<file path="config.mk">
export PLATFORM = sky130hd
export DESIGN_NAME = bus_arbiter
export DESIGN_NICKNAME = d
export VERILOG_FILES = /design/src/rtl/bus_arb_pkg.sv /design/src/rtl/rr_picker.sv /design/src/rtl/bus_arbiter.sv
export SDC_FILE = /design/constraint.sdc
export NUM_CORES = 1
export LEC_CHECK = 0
export ABC_CLOCK_PERIOD_IN_PS = 7700
export BUFFER_PORTS_ARGS = -buffer_cell sky130_fd_sc_hd__buf_2
export CORE_MARGIN = 8
export CORE_UTILIZATION = 30
export CTS_BUF_LIST = sky130_fd_sc_hd__clkbuf_4
export CTS_CLUSTER_SIZE = 14
export DETAILED_ROUTE_END_ITERATION = 10
export GPL_ROUTABILITY_DRIVEN = 0
export GPL_TIMING_DRIVEN = 1
export HOLD_SLACK_MARGIN = 0.12
export PLACE_DENSITY_LB_ADDON = 0.1
export SYNTH_ARGS = -nofsm -noshare
export SYNTH_HDL_FRONTEND = slang
export SYNTH_SLANG_ARGS = --single-unit
</file>
<file path="constraint.sdc">
create_clock -name clk -period 7.7 [get_ports clk]
set_input_delay 0 -clock clk [delete_from_list [all_inputs] [get_ports clk]]
set_output_delay 0 -clock clk [all_outputs]
set_load 0.005 [all_outputs]
</file>
<file path="src/rtl/bus_arb_pkg.sv">
// rtl/bus_arb_pkg.sv - shared types and constants for the inference-bus arbiter
package bus_arb_pkg;

    typedef enum logic [1:0] {
        ARB_IDLE       = 2'd0,
        ARB_OWNED      = 2'd1,
        ARB_TURNAROUND = 2'd2
    } ARB_STATE_T;

    localparam int MASTER_REQ_IDX     = 0;
    localparam int CIM_REQ_IDX_OFFSET = 1;

endpackage

</file>
<file path="src/rtl/rr_picker.sv">
// rtl/rr_picker.sv - combinational round-robin winner select with master override
module rr_picker
    import bus_arb_pkg::*;
#(
    parameter int NUM_REQ = 65,
    parameter int IDX_W   = $clog2(NUM_REQ)
) (
    input  logic [NUM_REQ-1:0] req_i,
    input  logic [IDX_W-1:0]   rr_ptr_i,
    input  logic               master_prio_en_i,
    output logic [IDX_W-1:0]   winner_o,
    output logic               any_req_o
);

    localparam int DW = IDX_W + 1;

    logic [2*NUM_REQ-1:0] req_dbl;
    logic [2*NUM_REQ-1:0] masked;
    logic [DW-1:0]        hit_idx;

    assign req_dbl   = {req_i, req_i};
    assign any_req_o = |req_i;

    // The upper copy catches the wrap: bits below rr_ptr in the lower copy are masked off,
    // so the lowest surviving bit is the first requester at or after rr_ptr, circularly.
    always_comb begin
        masked  = '0;
        hit_idx = '0;
        for (int i = 0; i < 2*NUM_REQ; i++) begin
            masked[i] = req_dbl[i] && (i >= int'(rr_ptr_i));
        end
        for (int i = 2*NUM_REQ-1; i >= 0; i--) begin
            if (masked[i]) begin
                hit_idx = DW'(i);
            end
        end
    end

    always_comb begin
        if (master_prio_en_i && req_i[MASTER_REQ_IDX]) begin
            winner_o = IDX_W'(MASTER_REQ_IDX);
        end else if (hit_idx >= DW'(NUM_REQ)) begin
            winner_o = IDX_W'(hit_idx - DW'(NUM_REQ));
        end else begin
            winner_o = hit_idx[IDX_W-1:0];
        end
    end

endmodule

</file>
<file path="src/rtl/bus_arbiter.sv">
// rtl/bus_arbiter.sv - tri-state inference bus arbiter with lock, turnaround and watchdog
module bus_arbiter
    import bus_arb_pkg::*;
#(
    parameter int NUM_REQ        = 65,
    parameter int TIMEOUT_CYCLES = 256,
    parameter int IDX_W          = $clog2(NUM_REQ)
) (
    input  logic               clk,
    input  logic               rst_n,
    input  logic [NUM_REQ-1:0] req,
    input  logic [NUM_REQ-1:0] lock,
    input  logic               master_prio_en,
    input  logic               err_clr,
    output logic [NUM_REQ-1:0] gnt,
    output logic               gnt_valid,
    output logic [IDX_W-1:0]   gnt_idx,
    output logic               turnaround,
    output logic               timeout_err,
    output logic [IDX_W-1:0]   timeout_idx
);

    localparam int HOLD_W = $clog2(TIMEOUT_CYCLES);

    ARB_STATE_T         state_q, state_d;
    logic [NUM_REQ-1:0] gnt_q, gnt_d;
    logic [IDX_W-1:0]   gnt_idx_q, gnt_idx_d;
    logic [IDX_W-1:0]   rr_ptr_q, rr_ptr_d;
    logic [IDX_W-1:0]   timeout_idx_q, timeout_idx_d;
    logic               turnaround_q, turnaround_d;
    logic               timeout_err_q, timeout_err_d;
    logic [HOLD_W-1:0]  hold_cnt_q, hold_cnt_d;

    logic [IDX_W-1:0]   winner;
    logic               any_req;
    logic               owner_holds;
    logic               wd_fire;

    rr_picker #(
        .NUM_REQ (NUM_REQ),
        .IDX_W   (IDX_W)
    ) u_rr_picker (
        .req_i            (req),
        .rr_ptr_i         (rr_ptr_q),
        .master_prio_en_i (master_prio_en),
        .winner_o         (winner),
        .any_req_o        (any_req)
    );

    assign owner_holds = req[gnt_idx_q] & lock[gnt_idx_q];
    assign wd_fire     = (state_q == ARB_OWNED) && owner_holds &&
                         (hold_cnt_q == HOLD_W'(TIMEOUT_CYCLES - 1));

    always_comb begin
        state_d       = state_q;
        gnt_d         = '0;
        gnt_idx_d     = gnt_idx_q;
        rr_ptr_d      = rr_ptr_q;
        turnaround_d  = 1'b0;
        hold_cnt_d    = hold_cnt_q;
        timeout_idx_d = timeout_idx_q;
        timeout_err_d = timeout_err_q & ~err_clr;

        case (state_q)
            ARB_IDLE, ARB_TURNAROUND: begin
                if (any_req) begin
                    state_d    = ARB_OWNED;
                    gnt_d      = NUM_REQ'(1) << winner;
                    gnt_idx_d  = winner;
                    hold_cnt_d = '0;
                    rr_ptr_d   = (winner == IDX_W'(NUM_REQ - 1)) ? '0 : winner + IDX_W'(1);
                end else begin
                    state_d = ARB_IDLE;
                end
            end
            ARB_OWNED: begin
                if (owner_holds && !wd_fire) begin
                    gnt_d      = gnt_q;
                    hold_cnt_d = hold_cnt_q + HOLD_W'(1);
                end else begin
                    // Release or revoke: the dead cycle keeps the old and new drivers apart.
                    state_d      = ARB_TURNAROUND;
                    turnaround_d = 1'b1;
                    hold_cnt_d   = '0;
                    if (wd_fire) begin
                        timeout_err_d = 1'b1;
                        timeout_idx_d = gnt_idx_q;
                    end
                end
            end
            default: begin
                state_d = ARB_IDLE;
            end
        endcase
    end

    always_ff @(posedge clk or negedge rst_n) begin
        if (!rst_n) begin
            state_q       <= ARB_IDLE;
            gnt_q         <= '0;
            gnt_idx_q     <= '0;
            rr_ptr_q      <= IDX_W'(CIM_REQ_IDX_OFFSET);
            turnaround_q  <= 1'b0;
            hold_cnt_q    <= '0;
            timeout_err_q <= 1'b0;
            timeout_idx_q <= '0;
        end else begin
            state_q       <= state_d;
            gnt_q         <= gnt_d;
            gnt_idx_q     <= gnt_idx_d;
            rr_ptr_q      <= rr_ptr_d;
            turnaround_q  <= turnaround_d;
            hold_cnt_q    <= hold_cnt_d;
            timeout_err_q <= timeout_err_d;
            timeout_idx_q <= timeout_idx_d;
        end
    end

    assign gnt         = gnt_q;
    assign gnt_valid   = |gnt_q;
    assign gnt_idx     = gnt_idx_q;
    assign turnaround  = turnaround_q;
    assign timeout_err = timeout_err_q;
    assign timeout_idx = timeout_idx_q;

`ifndef SYNTHESIS
    a_gnt_onehot: assert property (@(posedge clk) disable iff (!rst_n) $onehot0(gnt));
    a_gnt_vs_tr:  assert property (@(posedge clk) disable iff (!rst_n) !(gnt_valid && turnaround));
    a_gnt_valid:  assert property (@(posedge clk) disable iff (!rst_n) gnt_valid == (|gnt));
`endif

endmodule

</file>
**Yosys cells after proc, flatten, opt, wreduce, memory -nomap -nowiden**

Index checks and enable logic that the tools add are counted.

- Flip-flop bits (word level): 98
- Input bits: 134
- Output and inout bits: 82
- Logic and storage cells: 442

- Add/subtract/negate cells: 3
- Magnitude comparators: 129
- Eq/ne operators: 6
- Shift-type cells: 1
- Muxes and demuxes: 151
- Bitwise gates (word level): 4
- Reduce and logical (&&, ||, !) cells: 140

Operator list:

| cell | number |
|---|---|
| 8-bit two-way mux | 132 |
| 7-bit >= comparator, first input constant | 63 |
| 6-bit by 7-bit >= comparator with 1-bit output, first input constant | 32 |
| 1-bit logical AND | 131 |
| 65-bit two-way mux | 2 |
| 65-bit one-hot mux with 2 select lines | 1 |
| 65-bit OR reduction | 2 |
| 5-bit by 7-bit >= comparator with 1-bit output, first input constant | 16 |
| 1-bit by 7-bit left shift with 65-bit output, first input constant | 1 |
| 4-bit by 7-bit >= comparator with 1-bit output, first input constant | 8 |
| 3-bit by 7-bit >= comparator with 1-bit output, first input constant | 4 |
| 7-bit two-way mux | 3 |
| 8-bit one-hot mux with 2 select lines | 1 |
| 1-bit binary-select mux with 7-bit select | 2 |
| 1-bit by 7-bit >= comparator with 1-bit output, first input constant | 2 |
| 2-bit by 7-bit >= comparator with 1-bit output, first input constant | 2 |
| 8-bit by 1-bit adder with 8-bit output, second input constant | 1 |
| 8-bit equality test, second input constant | 1 |
| 8-bit by 7-bit >= comparator with 1-bit output, second input constant | 1 |
| 7-bit by 8-bit less-than comparator with 1-bit output, second input constant | 1 |
| 1-bit two-way mux | 8 |
| 7-bit by 1-bit adder with 7-bit output, second input constant | 1 |
| 7-bit equality test, second input constant | 1 |
| 7-bit subtractor, second input constant | 1 |
| 13 further kinds | 17 |

**Logic depth before layout (Yosys ltp)**

- Word-level depth: 136
- Mapped depth: 27
- Depth with buffers taken out: 21

**Cells and area by module**

Synthesis repeated with hierarchy kept, for this count alone.

- Cells, all modules: 1,379
- Area, all modules: 10,044.6 sq um

By module, submodules not included:

| module | instances | cells each | area an instance (sq um) | seq. area each (sq um) |
|---|---|---|---|---|
| bus_arbiter | 1 | 568 | 5,064.9 | 2,453.6 |
| rr_picker | 1 | 811 | 4,979.8 | 0.0 |

**Worst setup path after synthesis**

OpenSTA, ideal clock, no wires.

- Path type: register -> register
- Start point: register rr_ptr_q[1]
- End point: register gnt_q[12] (netlist: gnt[12])
- Library setup time: 0.121 ns
- Data arrival time: 4.772 ns
- Required time: 7.579 ns
- Setup slack: 2.807 ns
- Cell stages (with the launch flop): 27
- Buffers on the path: 7
- Clock period less this slack: 4.893 ns
- Cells stage by stage: dfrtp_1 > buf_2 > buf_4 > buf_4 > buf_2 > clkbuf_1 > nor3b_1 > o21bai_1 > a21o_1 > a211oi_1 > nand3_1 > a311o_1 > nand4_1 > and2_1 > clkbuf_1 > inv_1 > ha_1 > inv_1 > o2111ai_1 > o41ai_1 > xnor2_1 > nor2_1 > inv_1 > ha_1 > clkbuf_1 > and3_1 > a22o_1

- Longest elaborated chain between the ends: 135
- Elaborated cells between the ends (all ways): 388
- Those cells by class: add/sub (1); order compare (128); shift (1); mux (131); reduce/logical (127)

RTL lines:

| element | line | source |
|---|---|---|
| from (decl) | bus_arbiter.sv:28 | `logic [IDX_W-1:0] rr_ptr_q, rr_ptr_d;` |
| from (signal assigned) | bus_arbiter.sv:102 | `rr_ptr_q <= IDX_W'(CIM_REQ_IDX_OFFSET);` |
| from (signal assigned) | bus_arbiter.sv:111 | `rr_ptr_q <= rr_ptr_d;` |
| 7-bit >= comparator | rr_picker.sv:30 | `masked[i] = req_dbl[i] && (i >= int'(rr_ptr_i));` |
| 1-bit logical AND | rr_picker.sv:30 |  |
| 8-bit two-way mux (126 in series) | rr_picker.sv:33 | `if (masked[i]) begin` |
| 8-bit two-way mux * | rr_picker.sv:33 |  |
| 7-bit subtractor / 8-bit by 7-bit >= comparator with 1-bit output (equally long branches) | rr_picker.sv:43, rr_picker.sv:42 |  |
| 7-bit two-way mux * | rr_picker.sv:42 | `end else if (hit_idx >= DW'(NUM_REQ)) begin` |
| 7-bit two-way mux * | rr_picker.sv:40 | `if (master_prio_en_i && req_i[MASTER_REQ_IDX]) begin` |
| named net u_rr_picker.winner_o[0] | rr_picker.sv:11 | `output logic [IDX_W-1:0] winner_o,` |
| 1-bit by 7-bit left shift with 65-bit output * | bus_arbiter.sv:68 | `gnt_d = NUM_REQ'(1) << winner;` |
| 65-bit two-way mux * | bus_arbiter.sv:66 | `if (any_req) begin` |
| 65-bit one-hot mux with 2 select lines * | bus_arbiter.sv:64 | `case (state_q)` |
| to (signal assigned) | bus_arbiter.sv:109 | `gnt_q <= gnt_d;` |
| to (decl) | bus_arbiter.sv:26 | `logic [NUM_REQ-1:0] gnt_q, gnt_d;` |

The timed path passes the listed nets; every way through them passes the cells marked *.
A chain may end at the register's enable or synchronous reset.

**Final worst setup path**

- Start point: register rr_ptr_q[0]
- End point: register gnt_q[1] (netlist: gnt[1])

- Longest elaborated chain between the ends: 135
- Elaborated cells between the ends (all ways): 388
- Those cells by class: add/sub (1); order compare (128); shift (1); mux (131); reduce/logical (127)

RTL lines:

| element | line |
|---|---|
| 7-bit >= comparator | rr_picker.sv:30 |
| 1-bit logical AND | rr_picker.sv:30 |
| 8-bit two-way mux (126 in series) | rr_picker.sv:33 |
| 8-bit two-way mux * | rr_picker.sv:33 |
| 7-bit subtractor / 8-bit by 7-bit >= comparator with 1-bit output (equally long branches) | rr_picker.sv:43, rr_picker.sv:42 |
| 7-bit two-way mux * | rr_picker.sv:42 |
| 7-bit two-way mux * | rr_picker.sv:40 |
| 1-bit by 7-bit left shift with 65-bit output * | bus_arbiter.sv:68 |
| 65-bit two-way mux * | bus_arbiter.sv:66 |
| 65-bit one-hot mux with 2 select lines * | bus_arbiter.sv:64 |

Every way passes the cells marked *; elsewhere a longest branch is shown, timed or not.

==> results.txt <==
status: completed
slowest CP cell: dfstp_2
Worst setup EP type: flip-flop
Netlist Area Pre-Place: 10000 sq um
vias in the first global route: 11774
port bufs: 215
HPWL Detailed: 41.5 mm
DRC Markers: 0
Clock Tree Buf Depth: 2
Sink Count: 98
Cell variety after synth: 102
Pleak: 4.81 nW
CTS tree: built
largest net degree at the start of global routing: 73
Critical Path Start Type: flip-flop
final worst slack: 1.11 ns
cells after synthesis: 1310
nets: 1604
Initial Utilization: 30.2%
layout cells sized above 1: 22.5%
Pins Over Slew Limit: 0
syn nets: 1452
CORE AREA: 33200 sq um
Rows: 67
Post-synth EDFFs: 0
Post-Synth XOR/XNOR Area: 0.874%
most used flip-flop cell after synthesis: dfrtp_1
die area: 39500 sq um
TNS Setup: 0 ns
cts hold-fix bufs: 6
sequential cell area: 2460 sq um
DR iter-0 viols: 1392
DR pass1 iterations: 8
share of the yosys chip area belonging to registers: 24.5%
Async SR Flop Fraction: 100%
final hold vios: 0
Syn-to-layout area delta: 15.4%
post-synthesis mux area share: 1.30%
Die W: 199 um
DRT antenna net count: 0
io pins: 216
commonest non-fill, non-tap cell in the layout: buf_2
most frequent cells in the layout: buf_2 (214), nand2_1 (129), nor2_1 (102), o21ai_0 (91), dfrtp_1 (91)
DR vias: 12461
worst endpoint data arrival time: 6.96 ns
WHS: 0.170 ns
total CTS buffers: 9
Post-Synth Simple-Gate Area: 27.5%
Final Cycle Share: 85.5%
compound-cell area share of the yosys netlist: 38.1%
CP required: 8.07 ns
pre-CTS WS: 1.26 ns
fill cell count: 3600
number of post-CTS setup repair buffers: 0
Max-Cap Viols: 0
diode count: 0
Die H: 199 um
first-pass GRT wire length: 79.4 mm
Setup Skew: 0.0274 ns
Syn Area/Cell: 7.65 sq um
worst path cell trace: o21ai_1 > a31o_2 > a21oi_1 > nand3_1 > or3_1 > a2111oi_0 > a31oi_1 > ha_1 > inv_1 > o2111ai_1 > or4_1 > and4_1 > nor3_2 > nor2b_1 > and2_1 > a22o_1
initial antenna violation count: 2
adder-cell area share of the yosys netlist: 1.10%
Clock Pin Slew Worst Setup and Hold Paths: 0.17 ns
Multi-input gate area: 6910 sq um
setup violators final: 0
power per cell area: 285 nW/um^2
wire length per cell: 28.4 um
#FFs+latches synth: 98
Crit Path Max Fanout: 31
Final Critical Period: 6.59 ns
RSZ-0062 raised after global routing: false
Largest stage delay, worst path: 1.05 ns
Post-Route WL: 54.4 mm
fmax: 152 MHz
grt ovf: 0
Least-Margin Pin Slew: 1.25 ns
Tot GR Track Use: 26.5%
CTS resizes: 0
Clk Latency, worst-skew pair: 0.47 ns
Clock H-tree levels: 3
maximum vdd drop: 134 uV
critical setup path kind: flip-flop to flip-flop
Yosys Warn Count: 0
Worst Hold Class: input pin to flip-flop
largest family of logic cells by synthesized area: compound AO/OA/AOI/OAI gates
DR vias/cell: 6.51
clk root buf: clkbuf_4
Slew HR: 15.9%
stage by stage:
step	power [mW]	area, sq um	utilization (%)	instances
6_report	3.30	11600	34.9	1915
5_1_grt	3.48	11600	34.9	1915
4_1_cts	3.25	11600	34.9	1915
3_5_place_dp	2.93	11400	34.2	1893
3_3_place_gp	2.95	11400	34.2	1893
2_1_floorplan	2.14	10000	-	1310
critical path: cells and delay by family (launching register included):
family	cells	cell delay [ns]
AND/OR/NAND/NOR	7	2.66
adder cells (fa/ha/maj)	1	0.30
buffers and inverters	1	0.07
AO/OA/AOI/OAI	7	2.39
flip-flops	1	1.05
Yosys cell counts (8+ instances only):
library cell	n	area share [%]
a211o_1	9	0.79
a211oi_1	18	1.3
a21boi_0	14	1.0
a21o_1	18	1.3
a21oi_1	69	3.4
a221oi_1	9	0.79
a22o_1	40	3.5
a311oi_1	21	1.8
a31o_2	8	0.70
a31oi_1	43	2.7
a32o_1	28	2.8
and2_1	22	1.4
and3_1	15	0.94
buf_2	26	1.3
buf_4	20	1.5
clkbuf_1	53	2.0
dfrtp_1	97	24
ha_1	8	1.0
inv_1	27	1.0
mux2_2	8	0.90
nand2_1	129	4.8
nand2b_1	13	0.81
nand3_1	37	1.8
nand4_1	33	2.1
nor2_1	102	3.8
nor2b_1	29	1.8
nor3_1	30	1.5
nor4_1	36	2.2
o211ai_1	32	2.4
o21a_1	9	0.67
o21ai_0	91	4.5
o22ai_1	13	0.81
o31ai_1	9	0.67
or2_2	8	0.50
worst paths after layout:
path | start | to | slack [ns] | cells past startpoint
setup reg to reg | rr_ptr_q[0] | gnt[1] | 1.11 | 16
setup / recovery | rr_ptr_q[0] | gnt[1] | 1.11 | 16
hold reg to reg | timeout_err | timeout_err | 0.50 | 1
max in group asynchronous | rst_n | rr_ptr_q[1] | 6.17 | 4
hold / removal | master_prio_en | rr_ptr_q[6] | 0.17 | 5
min in group asynchronous | rst_n | state_q[1] | 0.57 | 4
per-layer routing:
metal | vias up | GRT usage (%) | share of wire, %
met5 | - | 0 | 0.055
met4 | 4 | 11.1 | 4.4
met3 | 137 | 4.36 | 9.8
met2 | 793 | 39.5 | 43
met1 | 6100 | 37.3 | 43
li1 | 5427 | - | -
registers in the layout, indices dropped and copies added (netlist names):
| signal | cells |
|---|---|
| timeout_err | 1 |
| gnt_idx | 7 |
| rr_ptr_q | 7 |
| hold_cnt_q | 8 |
| gnt | 65 |
| timeout_idx | 7 |
| turnaround | 1 |
| state_q | 2 |
kinds of logic after synthesis:
kind of cell,count (synthesis)
AO/OA/AOI/OAI,527
flip-flops,98
buffers and inverters,138
XOR/XNOR,10
adder cells (fa/ha/maj),9
multiplexers,12
AND/OR/NAND/NOR,516
final cells by class:
type	instances	area share (%)
clock buffers	9	0.584
clock inverters	7	0.714
inverters	28	0.908
multi-input cells	1074	59.7
flip-flops and latches	98	21.3
well taps	448	4.84
repair buffers	251	12.0
power breakdown:
part           switching, mW  internal (mW)
sequential             0.198          0.578
combinational           1.55          0.672
clock                  0.196          0.105
Note: power is estimated with default switching activity, not from simulation.
